## src/rtl/sram_arbiter_pkg.sv

```systemverilog
// Shared definitions for the SRAM arbiter: FSM state encoding and the
// address-width helper that is also used by the SRAM model.
package sram_arbiter_pkg;

  typedef enum logic [1:0] {
    ST_IDLE   = 2'd0,
    ST_ACCESS = 2'd1,
    ST_RESP   = 2'd2
  } arb_state_t;

  // Number of bits needed to represent value (clogb2(8191) = 13)
  function automatic int clogb2(input int value);
    int v;
    int bits;
    v    = value;
    bits = 32'sd0;
    while (v > 32'sd0) begin
      v    = v / 32'sd2;
      bits = bits + 32'sd1;
    end
    return bits;
  endfunction

endpackage

```

## src/rtl/sram_arbiter_chk.sv

```systemverilog
// Protocol checker bound into the arbiter: simulation-only properties on the
// SRAM-side strobes and the requester completion pulses.
module sram_arbiter_chk #(
  parameter int NB_COL = 4
) (
  input logic              clk,
  input logic              resetn,
  input logic              sram_ena,
  input logic [NB_COL-1:0] sram_wea,
  input logic              m0_ready,
  input logic              m1_ready
);

  a_wea_gated: assert property (@(posedge clk) disable iff (!resetn)
    !sram_ena |-> (sram_wea == {NB_COL{1'b0}}));

  a_one_ready: assert property (@(posedge clk) disable iff (!resetn)
    !(m0_ready && m1_ready));

  a_ena_single: assert property (@(posedge clk) disable iff (!resetn)
    sram_ena |=> !sram_ena);

  a_ready_follows_access: assert property (@(posedge clk) disable iff (!resetn)
    sram_ena |=> (m0_ready || m1_ready));

endmodule

```

## src/rtl/sram_arbiter_rr_arb2.sv

```systemverilog
// Two-way round-robin picker: a lone request wins outright, a tie goes to
// the requester that was not served last.
module rr_arb2 (
  input  logic [1:0] req,
  input  logic       last,
  output logic       gnt,
  output logic       any
);

  // Combinational winner selection
  always_comb begin
    any = |req;
    case (req)
      2'b01:   gnt = 1'b0;
      2'b10:   gnt = 1'b1;
      2'b11:   gnt = ~last;
      default: gnt = 1'b0;
    endcase
  end

endmodule

```

## src/rtl/sram_arbiter.sv

```systemverilog
// Shares one single-port byte-write SRAM between two requesters. Each grant
// spends one ACCESS cycle driving the SRAM and one RESP cycle returning ready.
module sram_arbiter
  import sram_arbiter_pkg::*;
#(
  parameter int  NB_COL    = 4,
  parameter int  COL_WIDTH = 8,
  parameter int  RAM_DEPTH = 8192,
  localparam int AW        = clogb2(RAM_DEPTH - 32'sd1),
  localparam int DW        = NB_COL * COL_WIDTH
) (
  input  logic              clk,
  input  logic              resetn,
  input  logic              m0_valid,
  output logic              m0_ready,
  input  logic [31:0]       m0_addr,
  input  logic [DW-1:0]     m0_wdata,
  input  logic [NB_COL-1:0] m0_wstrb,
  output logic [DW-1:0]     m0_rdata,
  input  logic              m1_valid,
  output logic              m1_ready,
  input  logic [31:0]       m1_addr,
  input  logic [DW-1:0]     m1_wdata,
  input  logic [NB_COL-1:0] m1_wstrb,
  output logic [DW-1:0]     m1_rdata,
  output logic              sram_ena,
  output logic [NB_COL-1:0] sram_wea,
  output logic [AW-1:0]     sram_addra,
  output logic [DW-1:0]     sram_dina,
  input  logic [DW-1:0]     sram_douta
);

  localparam int LB = clogb2(NB_COL - 32'sd1);

  arb_state_t        state_r;
  arb_state_t        next_state_s;
  logic              grant_r;
  logic              last_grant_r;
  logic [1:0]        req_s;
  logic              arb_gnt_s;
  logic              arb_any_s;
  logic [AW-1:0]     sel_addr_s;
  logic [DW-1:0]     sel_wdata_s;
  logic [NB_COL-1:0] sel_wstrb_s;
  logic              ena_nxt_s;
  logic [NB_COL-1:0] wea_nxt_s;
  logic [AW-1:0]     addra_nxt_s;
  logic [DW-1:0]     dina_nxt_s;
  logic              m0_ready_nxt_s;
  logic              m1_ready_nxt_s;
  logic              grant_nxt_s;
  logic              last_grant_nxt_s;
  logic              unused_addr_s;

  // Upper address bits alias modulo the RAM size and are deliberately dropped
  assign unused_addr_s = ^{m0_addr, m1_addr};

  // Read data is broadcast; only the ready pulse tells a requester it is theirs
  assign m0_rdata = sram_douta;
  assign m1_rdata = sram_douta;

  // From RESP only the requester not just served may be picked
  always_comb begin
    case (state_r)
      ST_IDLE: req_s = {m1_valid, m0_valid};
      ST_RESP: req_s = {m1_valid & ~grant_r, m0_valid & grant_r};
      default: req_s = 2'b00;
    endcase
  end

  rr_arb2 u_rr_arb2 (
    .req  (req_s),
    .last (last_grant_r),
    .gnt  (arb_gnt_s),
    .any  (arb_any_s)
  );

  // Request mux feeding the SRAM-side registers
  always_comb begin
    if (arb_gnt_s) begin
      sel_addr_s  = m1_addr[AW+LB-1:LB];
      sel_wdata_s = m1_wdata;
      sel_wstrb_s = m1_wstrb;
    end else begin
      sel_addr_s  = m0_addr[AW+LB-1:LB];
      sel_wdata_s = m0_wdata;
      sel_wstrb_s = m0_wstrb;
    end
  end

  // FSM state register
  always_ff @(posedge clk or negedge resetn) begin
    if (!resetn) begin
      state_r <= ST_IDLE;
    end else begin
      state_r <= next_state_s;
    end
  end

  // FSM next-state logic
  always_comb begin
    next_state_s = state_r;
    case (state_r)
      ST_IDLE: begin
        if (arb_any_s) begin
          next_state_s = ST_ACCESS;
        end else begin
          next_state_s = ST_IDLE;
        end
      end
      ST_ACCESS: next_state_s = ST_RESP;
      ST_RESP: begin
        if (arb_any_s) begin
          next_state_s = ST_ACCESS;
        end else begin
          next_state_s = ST_IDLE;
        end
      end
      default: next_state_s = ST_IDLE;
    endcase
  end

  // FSM output logic: next values for the registered SRAM side and readies
  always_comb begin
    ena_nxt_s        = 1'b0;
    wea_nxt_s        = {NB_COL{1'b0}};
    addra_nxt_s      = sram_addra;
    dina_nxt_s       = sram_dina;
    m0_ready_nxt_s   = 1'b0;
    m1_ready_nxt_s   = 1'b0;
    grant_nxt_s      = grant_r;
    last_grant_nxt_s = last_grant_r;
    case (state_r)
      ST_IDLE, ST_RESP: begin
        if (arb_any_s) begin
          ena_nxt_s   = 1'b1;
          wea_nxt_s   = sel_wstrb_s;
          addra_nxt_s = sel_addr_s;
          dina_nxt_s  = sel_wdata_s;
          grant_nxt_s = arb_gnt_s;
        end else begin
          ena_nxt_s   = 1'b0;
        end
      end
      ST_ACCESS: begin
        m0_ready_nxt_s   = ~grant_r;
        m1_ready_nxt_s   = grant_r;
        last_grant_nxt_s = grant_r;
      end
      default: begin
        ena_nxt_s = 1'b0;
      end
    endcase
  end

  // Output and grant registers; reset aborts any transfer without a ready
  always_ff @(posedge clk or negedge resetn) begin
    if (!resetn) begin
      sram_ena     <= 1'b0;
      sram_wea     <= {NB_COL{1'b0}};
      sram_addra   <= {AW{1'b0}};
      sram_dina    <= {DW{1'b0}};
      m0_ready     <= 1'b0;
      m1_ready     <= 1'b0;
      grant_r      <= 1'b0;
      last_grant_r <= 1'b1;
    end else begin
      sram_ena     <= ena_nxt_s;
      sram_wea     <= wea_nxt_s;
      sram_addra   <= addra_nxt_s;
      sram_dina    <= dina_nxt_s;
      m0_ready     <= m0_ready_nxt_s;
      m1_ready     <= m1_ready_nxt_s;
      grant_r      <= grant_nxt_s;
      last_grant_r <= last_grant_nxt_s;
    end
  end

  sram_arbiter_chk #(
    .NB_COL (NB_COL)
  ) u_chk (
    .clk      (clk),
    .resetn   (resetn),
    .sram_ena (sram_ena),
    .sram_wea (sram_wea),
    .m0_ready (m0_ready),
    .m1_ready (m1_ready)
  );

endmodule

```

## config.mk

```make
export PLATFORM = sky130hd
export DESIGN_NAME = sram_arbiter
export DESIGN_NICKNAME = d
export VERILOG_FILES = /design/src/rtl/sram_arbiter_pkg.sv /design/src/rtl/sram_arbiter_chk.sv /design/src/rtl/sram_arbiter_rr_arb2.sv /design/src/rtl/sram_arbiter.sv
export SDC_FILE = /design/constraint.sdc
export NUM_CORES = 1
export LEC_CHECK = 0
export ABC_AREA = 1
export CORE_AREA = 2 2 113 115
export CTS_CLUSTER_DIAMETER = 80
export DETAILED_ROUTE_END_ITERATION = 12
export DIE_AREA = 0 0 115 117
export PLACE_DENSITY = 0.69
export SYNTH_ARGS = -nofsm -noshare
export SYNTH_HDL_FRONTEND = slang
export SYNTH_HIERARCHICAL = 1
export SYNTH_SLANG_ARGS = --single-unit
```

## constraint.sdc

```tcl
create_clock -name clk -period 2 [get_ports clk]
set_input_delay 0.3 -clock clk [delete_from_list [all_inputs] [get_ports clk]]
set_output_delay 0.3 -clock clk [all_outputs]
set_load 0.1 [all_outputs]
```

==> flow_metrics.env <==
export IMPL_dp_slack_ns=0.0809
export IMPL_seq_area_frac_synth_pct=42.8
export IMPL_synth_distinct_cells=16
export IMPL_path_delay_family="buffers and inverters"
export IMPL_pwr_share_seq_pct=20.9
export IMPL_cpPeakStageDelay_ns=0.41
export IMPL_hp_class="input pin to asynchronous set/reset pin"
export IMPL_htree_levels=2
export IMPL_syn_nets=622
export IMPL_fp_dieW_microns=115
export IMPL_critPathRequiredTime_ns=2.23
export IMPL_cts_made_buffers=5
export IMPL_finalHoldViolCount=0
export IMPL_area_delta_synth_final_pct=36.6
export IMPL_p_sw_share_pct=61.3
export IMPL_setup_ws_ns=0.367
export IMPL_ant_nets=0
export IMPL_synth_warnings=6
export IMPL_synthesis_area_sq_um=3220
export IMPL_arrival_ns=1.86
export IMPL_cts_root_buf="clkbuf_16"
export IMPL_regArea_sq_um=1380
export IMPL_synth_top_area_share_pct=42.0
export IMPL_crit_cells=10
export IMPL_insertion_delay_ns=0.29
export IMPL_synth_edf_count=0
export IMPL_critPathMostFrequentCell="nand2_1"
export IMPL_drtPass1Iterations=4
export IMPL_wl_microns=8050
export IMPL_cts_tree="done"
export IMPL_start_kind="flip-flop"
export IMPL_status="finished clean"
export IMPL_p_leak_nw=2.37
export IMPL_fillers=1274
export IMPL_endpoint="sram_dina[11]"
export IMPL_fin_setup_tns_ns=0
export IMPL_r2r_slack_ns=0.37
export IMPL_diodes=0
export IMPL_path_clk_slew_ns=0.07
export IMPL_vias=2847
export IMPL_grt_pass1_vias=2809
export IMPL_start_util_pct=26.1
export IMPL_io_buffers=153
export IMPL_layout_drive_gt1_share_pct=14.0
export IMPL_drt_iter0_markers=126
export IMPL_synth_area_leaders="dfrtp_1 (42%), nand2_1 (33%), buf_4 (16%), buf_6 (3.5%), nor2_1 (1.0%)"
export IMPL_share_comb_of_total_power_pct=68.1
export IMPL_wl_per_cell_microns=11.8
export IMPL_slew_viol_final=0
export IMPL_min_period_ns=1.63
export IMPL_setup_viol=0
export IMPL_r2r_start="state_r[0]"
export IMPL_synth_seq_cells=55
export IMPL_dp_hpwl_microns=6000
export IMPL_endpoint_kind="flip-flop"
export IMPL_grt_overflow_total=0
export IMPL_die_area_sq_um=13500
export IMPL_period_share_pct=81.7
export IMPL_cp_buffers_inverters=3
export IMPL_track_usage_pct=11.5
export IMPL_fin_skew_ns=0.00758
export IMPL_peakVddDrop_v=0.000766
export IMPL_drc_errors=0
export IMPL_antenna_found_initial=0
export IMPL_design_area_sq_um=4400
export IMPL_vias_per_cell=4.16
export IMPL_ioPinCount=288
export IMPL_clkPwrFrac_pct=11.0
export IMPL_fp_coreArea_sq_um=12300
export IMPL_die_h_microns=117
export IMPL_r2r_end="sram_dina[11]"
export IMPL_cts_resized=0
export IMPL_synthCells=450
export IMPL_syn_avg_cell_area_sq_um=7.15
export IMPL_cp_startpoint="state_r[0]"
export IMPL_final_nets=705
export IMPL_p_int_mw=3.59
export IMPL_netSwitchingPower_mw=5.68
export IMPL_slew_headroom_pct=73.5
export IMPL_ys_top_cells_by_count="nand2_1 (283), buf_4 (69), dfrtp_1 (54)"
export IMPL_cp_cell_sequence="inv_2 > nand2_1 > a21oi_1 > inv_1 > a21oi_4 > buf_4 > nand2_1 > nand2_1 > nand2_1 > nand2_1"
export IMPL_rsz0062_at_grt="false"
export IMPL_worstRegToRegCells=10
export IMPL_synth_most_common_cell="nand2_1"
export IMPL_ctsLongestPathBuffers=2
export IMPL_postCtsSetupBuffers=0
export IMPL_path_max_fanout=23
export IMPL_crit_slowest_cell="dfrtp_1"
export IMPL_fin_util_pct=35.7
export IMPL_async_flop_share_pct=100
export IMPL_maxCapViolCount=0
export IMPL_synth_largest_area_cell="dfrtp_1"
export IMPL_rows=41
export IMPL_place_area_sq_um=4220
export IMPL_gp_congestion=0.742
export IMPL_cts_sinks=55
export IMPL_worstMarginPinSlew_ns=0.398
export IMPL_power_density_nw_per_um2=2110
export IMPL_grt_start_max_net_pins=55
export IMPL_multi_input_area_sq_um=1150
export IMPL_max_freq_ghz=0.612
export IMPL_grt_pass1_wl_microns=12400
export IMPL_cts_hold_buf=0
export IMPL_synth_ff_type="dfrtp_1"
export IMPL_path_class="flip-flop to flip-flop"
cell families (layout without fill, tap and decap cells):
group / after synthesis / after routing / share of synthesized area (%)
compound gates: 5 / 5 / 0.777
flops: 55 / 55 / 42.8
buf+inv: 95 / 179 / 21.8
simple gates: 295 / 295 / 34.6
metrics by stage:
step | std cells | hold slack (ns) | total power [mW]
floorplan | 450 | 0.00441 | 7.55
global placement | 676 | 0.327 | 8.24
detailed placement | 676 | 0.331 | 8.33
CTS | 684 | 0.0169 | 9.37
global route | 684 | 0.0401 | 9.75
finish | 684 | 0.0105 | 9.26
placed cells by master, fill, tap and decap left out:
master	instances
a21oi_1	2
inv_1	8
a21oi_4	1
clkbuf_16	5
clkdlybuf4s50_1	100
o21ai_0	1
nand2_2	1
clkinv_2	1
dfrtp_1	54
bufinv_16	1
or2_1	1
buf_4	58
buf_2	1
dfstp_2	1
o21ai_1	1
buf_12	1
nor2_2	1
nor2_1	9
nand2_1	283
inv_2	2
clkbuf_8	1
inv_6	1
flip-flops by register name (all words and copies together) (netlist names):
name,cells
grant_r,1
last_grant_r,1
m0_ready,1
m1_ready,1
sram_addra,13
sram_dina,32
sram_wea,4
state_r,2
area by class of cell:
| cell class | count | area share (%) |
|---|---|---|
| Clock buffer | 6 | 3.16 |
| Tap cell | 150 | 4.27 |
| Multi-Input combinational cell | 300 | 26.2 |
| Inverter | 11 | 1.05 |
| Clock inverter | 2 | 0.797 |
| Sequential cell | 55 | 31.3 |
| Timing Repair Buffer | 160 | 33.2 |
metal layers:
layer,global-route usage [%],part of all wire (%),vias to the layer above
li1,-,-,1430
met1,11.9,40,1262
met2,21.1,48,133
met3,3.50,8.6,22
met4,5.86,3.3,0
met5,0,0,-
power by group through the flow:
stage	clock network [mW]	registers [mW]	logic, mW
6_report	1.01	1.94	6.31
3_5_place_dp	0	1.95	6.38
2_1_floorplan	0	5.42	2.13
3_3_place_gp	0	1.94	6.30
5_1_grt	1.10	1.99	6.65
4_1_cts	1.05	1.94	6.38
how the worst min path moves through the flow:
| stage | cells after the start | from | slack, ns | end |
|---|---|---|---|---|
| finish | 2 | resetn | 0.01 | sram_dina[2] |
| global route | 2 | resetn | 0.04 | sram_dina[0] |
| CTS | 2 | resetn | 0.02 | sram_dina[0] |
| detailed placement | 2 | resetn | 0.33 | sram_dina[2] |
| global placement | 2 | resetn | 0.33 | sram_dina[2] |
| floorplan | 0 | resetn | 0.004 | grant_r |
No activity file was read; power rests on OpenSTA's default activity.
